`src/rtl/usb_rx_pkg.sv`:
```
// Shared constants and types for the USB receive path.
// Used by the RCU, EOP timer and the receive byte FIFO.
package usb_rx_pkg;

  localparam int BYTE_W = 8;

  localparam logic [BYTE_W-1:0] SYNC_BYTE = 8'b1000_0000;

  // EOP is SE0 for two bit times followed by one idle J bit
  localparam int EOP_SE0_BITS = 2;
  localparam int EOP_J_BITS   = 1;
  localparam int BIT_CLKS     = 8;
  localparam int EOP_CLKS     = (EOP_SE0_BITS + EOP_J_BITS) * BIT_CLKS;

  localparam int FIFO_DEPTH = 8;

  typedef struct packed {
    logic empty;
    logic full;
    logic overrun;
    logic underrun;
  } fifo_stat_t;

  function automatic int ptr_w(input int depth);
    return $clog2(depth) + 1;
  endfunction

endpackage

```
`src/rtl/fifo_ptr.sv`:
```
// Wrap-bit pointer for the receive FIFO.
// Increments on inc; sync reset and clear both return it to zero.
module fifo_ptr
  import usb_rx_pkg::*;
#(
  parameter int PW = 4
) (
  input  logic          clk,
  input  logic          rst,
  input  logic          clr,
  input  logic          inc,
  output logic [PW-1:0] ptr
);

  logic [PW-1:0] ptr_q;
  logic [PW-1:0] ptr_d;

  always_comb begin
    ptr_d = ptr_q;
    if (clr) begin
      ptr_d = '0;
    end else if (inc) begin
      ptr_d = ptr_q + 1'b1;
    end
  end

  always_ff @(posedge clk) begin
    if (rst) begin
      ptr_q <= '0;
    end else begin
      ptr_q <= ptr_d;
    end
  end

  assign ptr = ptr_q;

endmodule

```
`src/rtl/rx_fifo.sv`:
```
// Byte FIFO behind the USB receiver control unit.
// First-word-fall-through read, sticky overrun/underrun flags.
module rx_fifo
  import usb_rx_pkg::*;
#(
  parameter int DEPTH = FIFO_DEPTH,
  parameter int WIDTH = BYTE_W
) (
  input  logic                     clk,
  input  logic                     rst,
  input  logic                     w_enable,
  input  logic [WIDTH-1:0]         w_data,
  input  logic                     r_enable,
  input  logic                     clear,
  output logic [WIDTH-1:0]         r_data,
  output logic                     empty,
  output logic                     full,
  output logic [$clog2(DEPTH):0]   count,
  output logic                     overrun,
  output logic                     underrun
);

  localparam int AW = $clog2(DEPTH);
  localparam int PW = AW + 1;

  logic [WIDTH-1:0] mem_q [DEPTH];

  logic [PW-1:0] wptr;
  logic [PW-1:0] rptr;
  logic [AW-1:0] widx;
  logic [AW-1:0] ridx;

  logic do_wr;
  logic do_rd;

  logic ovr_q;
  logic ovr_d;
  logic unr_q;
  logic unr_d;

  fifo_stat_t stat;

  assign widx = wptr[AW-1:0];
  assign ridx = rptr[AW-1:0];

  assign stat.empty    = (wptr == rptr);
  assign stat.full     = (widx == ridx) && (wptr[AW] != rptr[AW]);
  assign stat.overrun  = ovr_q;
  assign stat.underrun = unr_q;

  // A read frees a slot in the same cycle, so a full FIFO still accepts a write
  assign do_rd = r_enable && !stat.empty && !clear;
  assign do_wr = w_enable && (!stat.full || r_enable) && !clear;

  fifo_ptr #(.PW(PW)) u_wptr (
    .clk (clk),
    .rst (rst),
    .clr (clear),
    .inc (do_wr),
    .ptr (wptr)
  );

  fifo_ptr #(.PW(PW)) u_rptr (
    .clk (clk),
    .rst (rst),
    .clr (clear),
    .inc (do_rd),
    .ptr (rptr)
  );

  always_ff @(posedge clk) begin
    if (do_wr) begin
      mem_q[widx] <= w_data;
    end
  end

  always_comb begin
    ovr_d = ovr_q;
    unr_d = unr_q;
    if (clear) begin
      ovr_d = 1'b0;
      unr_d = 1'b0;
    end else begin
      if (w_enable && stat.full && !r_enable) begin
        ovr_d = 1'b1;
      end
      if (r_enable && stat.empty) begin
        unr_d = 1'b1;
      end
    end
  end

  always_ff @(posedge clk) begin
    if (rst) begin
      ovr_q <= 1'b0;
      unr_q <= 1'b0;
    end else begin
      ovr_q <= ovr_d;
      unr_q <= unr_d;
    end
  end

  assign r_data   = stat.empty ? '0 : mem_q[ridx];
  assign empty    = stat.empty;
  assign full     = stat.full;
  assign count    = wptr - rptr;
  assign overrun  = stat.overrun;
  assign underrun = stat.underrun;

endmodule

```
`config.mk`:
```
export PLATFORM = sky130hd
export DESIGN_NAME = rx_fifo
export DESIGN_NICKNAME = d
export VERILOG_FILES = /design/src/rtl/usb_rx_pkg.sv /design/src/rtl/fifo_ptr.sv /design/src/rtl/rx_fifo.sv
export SDC_FILE = /design/constraint.sdc
export NUM_CORES = 1
export LEC_CHECK = 0
export BUFFER_PORTS_ARGS = -buffer_cell sky130_fd_sc_hd__buf_2
export CAP_MARGIN = 20
export CORE_MARGIN = 2
export CORE_UTILIZATION = 24
export CTS_BUF_LIST = sky130_fd_sc_hd__clkbuf_2
export DETAILED_ROUTE_END_ITERATION = 8
export GPL_TIMING_DRIVEN = 0
export PLACE_DENSITY = 0.45
export SYNTH_ARGS = -nofsm -noshare
export SYNTH_HDL_FRONTEND = slang
export SYNTH_SLANG_ARGS = --single-unit
```
`constraint.sdc`:
```
create_clock -name clk -period 3.6 [get_ports clk]
set_input_delay 0.54 -clock clk [delete_from_list [all_inputs] [get_ports clk]]
set_output_delay 0.54 -clock clk [all_outputs]
set_load 0.02 [all_outputs]
```
======== Word-level counts from Yosys, hierarchy flattened ========
Memories as Yosys holds them, arrays and structs flattened. A register that Yosys moved wholly into a read port is not among the register bits.
Index checks and enable logic that the tools add are counted.
storage, ports and cells
  register bits after elaboration ......... 10
  RAM bits ................................ 64
  input bits .............................. 13
  output and inout port bits .............. 16
  logic and storage cells ................. 30
  memories kept ........................... 1
memory list
  memory  depth  width  read ports  clocked after Yosys merged registers in  write ports  line           text
  mem_q   8      8      1           1                                        1            rx_fifo.sv:26  logic [WIDTH-1:0] mem_q [DEPTH];
cells by class
  $add $sub $neg .......................... 3
  equality and inequality tests ........... 3
  multiplexer cells ....................... 5
  reduce and logical (&&, ||, !) cells .... 14
operator list
  kind                                          number
  adder 4 x 1 -> 4 bit (second input constant)  2
  logical AND 1 bit                             8
  two-way mux 8 bit                             1
  two-way mux 3 bit                             2
  equality test 4 bit                           1
  logical NOT 1 bit                             4
  subtractor 4 bit                              1
  equality test 3 bit                           1
  two-way mux 1 bit                             2
  OR reduction 2 bit                            1
  logical OR 1 bit                              1
  != test 1 bit                                 1

======== Longest topological paths before layout ========
  depth after elaboration ................. 8
  mapped depth ............................ 7
  gate-level depth less buffers ........... 6

======== Hierarchy ========
From an unflattened synthesis, not the netlist that was laid out.
unflattened totals
  cells, all modules ...................... 207
  area total of the unflattened synthesis .. 3,199.3 um2
by module, submodules not included
  module    times used  cells an instance  area each (um2)  sequential area each (um2)
  rx_fifo   1           173                2,844.0          1,961.9
  fifo_ptr  2           17                 177.7            80.1

======== Worst setup path after synthesis ========
No wires, ideal clock.
  path type ............................... reg-to-reg
  start ................................... register u_wptr.ptr_q[0], in the netlist u_wptr.ptr[0]
  end ..................................... memory mem_q[2][0] (netlist bit), enable pin
  library setup time ...................... 0.383 ns
  data arrival time ....................... 2.149 ns
  required time ........................... 3.217 ns
  slack ................................... 1.067 ns
  cell stages (with the launch flop) ...... 7
  path buffers ............................ 0
  clock period less this slack ............ 2.533 ns
  cell sequence ........................... dfxtp_1 inv_1 ha_1 nand3_1 nor3_2 or4b_4 nor3_1
between the ends
  word-level cells in the longest chain between the ends .. 8
RTL lines
  what                                     line            text
  start: declaration                       fifo_ptr.sv:15  logic [PW-1:0] ptr_q;
  start signal: assignment                 fifo_ptr.sv:31  ptr_q <= ptr_d;
  equality test 3 bit                      rx_fifo.sv:47   assign stat.full = (widx == ridx) && (wptr[AW] != rptr[AW]);
  logical AND 1 bit                        rx_fifo.sv:47
  logical NOT 1 bit                        rx_fifo.sv:53   assign do_wr = w_enable && (!stat.full || r_enable) && !clear;
  logical OR 1 bit                         rx_fifo.sv:53
  logical AND 1 bit (2 in series)          rx_fifo.sv:53
  two-way mux 1 bit                        rx_fifo.sv:72   if (do_wr) begin
  two-way mux 1 bit (implied by the code)  rx_fifo.sv:73   mem_q[widx] <= w_data;
  end: declaration                         rx_fifo.sv:26
Several ways; a longest one is shown, not always the timed one.

======== Worst setup path after layout ========
  start ................................... register u_wptr.ptr_q[0], in the netlist u_wptr.ptr[0]
  end ..................................... output r_data[7]
between the ends
  word-level cells in the longest chain between the ends .. 2
RTL lines
  what                 line            text
  equality test 4 bit  rx_fifo.sv:46   assign stat.empty = (wptr == rptr);
  two-way mux 8 bit    rx_fifo.sv:103  assign r_data = stat.empty ? '0 : mem_q[ridx];
  end: declaration     rx_fifo.sv:15   output logic [WIDTH-1:0] r_data,
Every way passes these cells.

==> flow_summary.toml <==
[cts]
clock-root-buffer = "clkbuf_2"
clock-sinks = 77
cts-hold-fix-buffers = 0
cts_max_level = 3
clkLatencyLatePin_ns = 0.50
ctsLongestPathBuffers = 2
clkTransAtPathRegs_ns = 0.19
cts_inserted_buffers = 9
cts_tree = "yes"

[worst_hold_path]
hold_depth = 3
min_from = "rst"
worstHoldPathType = "in -> reg"
whs_endpoint = "u_wptr.ptr[2]"

[synth]
syn_area_sq_um = 3100
synth_edf_count = 64
synth_area_leaders = "edfxtp_1 (62%), mux4_2 (12%), dfxtp_1 (8.4%), a22o_1 (2.3%), nor2_1 (2.2%)"
synth_top_flop_cell = "edfxtp_1"
yosys.area.top_type_share_pct = 62.0
synthArstFlopShare_pct = 0
ys_types = 31
yosysWarningCount = 0
ys_seq_area_share_pct = 70.4
ys_ff_latch = 77
syn-num-nets = 196
yosysMostFrequentCell = "edfxtp_1"
avgSynthCellArea_sq_um = 17.5
synth.largest_area_cell = "edfxtp_1"
synth_common_cells = "edfxtp_1 (64), nor2_1 (18), mux4_2 (16)"
synthCells = 177

[drt]
routedWlPerCell_microns = 16.1
dr.pass1.iters = 4
num_vias = 1614
wirelength_microns = 6320
post-route-drc-count = 0
final_antenna_net_count = 0
drtIter0Drc = 70
vias_per_cell = 4.11

[layout]
area_growth_pct = 15.0
nets = 235
finish.instance_area_sq_um = 3560
drive_gt1_share_pct = 32.6
diodes = 0

[timing]
post-route-period-util_pct = 91.5
finalSetupTns_ns = 0
maxSlewHeadroom_pct = 34.0
fin_skew_ns = 0.0290
timing.fmax_mhz = 304
finalWorstSetupSlack_ns = 0.307
period_needed_ns = 3.29
slew_viol_final = 0
worst_slew_pin_slew_ns = 0.986
hold_ws_ns = 0.275
finalHoldViolCount = 0
setup_violations = 0
rsz0062_at_grt = "no"

[critical_path]
cp_data_arrival_time_ns = 2.75
max_stage_delay_ns = 0.52
end_kind = "primary output"
crit_family = "simple AND/OR/NAND/NOR gates"
slowest_stage = "dfxtp_1"
cp_cell_sequence = "inv_1 -> ha_1 -> nand3_1 -> nor2_4 -> nor2b_1 -> clkbuf_2 -> a22o_1 -> buf_2"
rr_startpoint = "u_wptr.ptr[0]"
reg2reg_to = "mem_q[3][6]"
path_buf_inv = 3
cp.required_ns = 3.06
critical_path.startpoint_type = "register"
critPathKind = "reg -> out"
r2r_cells = 6
cp_max_fo = 8
reg2reg_slack_ns = 0.56
critPathLaunch = "u_wptr.ptr[0]"

[placement]
place_ws_ns = 0.521
port_buffers = 28
dp_hpwl_microns = 4020
dpl_cell_area_sq_um = 3460
gp_congestion = 0.760

[power]
p_total_w = 0.00145
leakage_nw = 1.20
power_density_nw_per_um2 = 407
peakVddDrop_uv = 155

[floorplan]
die_area_sq_um = 13800
rows = 41
ioPinCount = 29
die_x_microns = 118
start_util_pct = 24.6
core_area_sq_um = 12600
fp.dieH_microns = 118

[flow_run]
maxCapViolCount = 0

[status]
status = "finished, final reports clean"

[global_routing]
grt_use_total_pct = 9.55
grt_pass1_wl_microns = 9790
grt_max_degree = 14
grt_pass1_vias = 1715
antenna_found_initial = 0
grt_overflow = 0
## state kept, by name (all words and copies together), names as in the netlist, named ones only
register    flops
mem_q          64
underrun        1
overrun         1
u_rptr.ptr      4
u_wptr.ptr      4
## cell type report
class / count / area (sq um)
fill: 1314 / 9050
sequential: 77 / 2180
multi-input combinational: 87 / 883
tap: 172 / 215
timing repair buffer: 28 / 140
clock buffer: 10 / 50.0
clock inverter: 6 / 38.8
buffer: 6 / 28.8
inverter: 7 / 26.3
## tightest hold or removal path, delay by kind of cell
kind,cells,cell delay [ns]
simple gates,1,0.10
buf+inv,1,0.07
compound gates,1,0.03
## cell families (layout without fill, tap and decap cells)
family | Yosys count | in the layout | synth area share (%)
flip-flops | 77 | 77 | 70.4
AND/OR/NAND/NOR | 35 | 35 | 5.98
AO/OA/AOI/OAI | 20 | 20 | 4.44
multiplexers | 18 | 18 | 12.3
buffers and inverters | 13 | 57 | 1.74
XOR/XNOR | 8 | 8 | 2.50
adder cells (fa/ha/maj) | 6 | 6 | 2.66
## per-stage QoR
| step | cells | util, % |
|---|---|---|
| 2_1_floorplan | 177 | - |
| 3_3_place_gp | 377 | 27.4 |
| 3_5_place_dp | 377 | 27.5 |
| 4_1_cts | 393 | 28.2 |
| 5_1_grt | 393 | 28.2 |
| 6_report | 393 | 28.2 |
## per-layer routing
layer,vias to the layer above,track usage [%],part of all wire (%)
li1,767,-,-
met1,801,12.9,49
met2,40,14.6,45
met3,6,3.29,5.2
met4,0,2.71,1.1
met5,-,0,0
## repair_timing
action                                  4_1_cts  5_1_grt
endpoints found under the setup margin        8        8
buffers inserted                              0        0
resized for setup                             1        4
gates cloned                                  0        0
## where the power goes
group	internal [W]	leakage [nW]	switching (W)
Sequential	0.000972	0.683	0.00000344
Combinational	0.0000314	0.455	0.0000539
Clock	0.0000929	0.0597	0.000298
Total	0.00110	1.20	0.000355
## worst max path at each step
| stage | slack (ns) | cells after the start | to |
|---|---|---|---|
| floorplan | 1.07 | 6 | mem_q[2][0] |
| global placement | 0.14 | 6 | mem_q[0][5] |
| detailed placement | 0.52 | 7 | r_data[6] |
| CTS | 0.009 | 8 | r_data[7] |
| global route | 0.04 | 8 | r_data[7] |
| finish | 0.31 | 8 | r_data[7] |
## cells in the final DEF, fill, tap and decap left out, drive strengths merged
cell type  instances
buf               31
nor2              18
inv                8
nand2              4
dfxtp             13
or3                2
mux4              16
clkinv             4
a21oi              5
nand2b             1
edfxtp            64
o31ai              2
mux2i              2
ha                 5
nand3              1
clkbuf            13
xor2               4
xnor2              4
a21o               1
fa                 1
nor2b              1
nor3               3
clkinvlp           1
o21ai              4
or2                1
or4b               2
a22o               8
and4               2
Note: power is estimated with default switching activity, not from simulation.
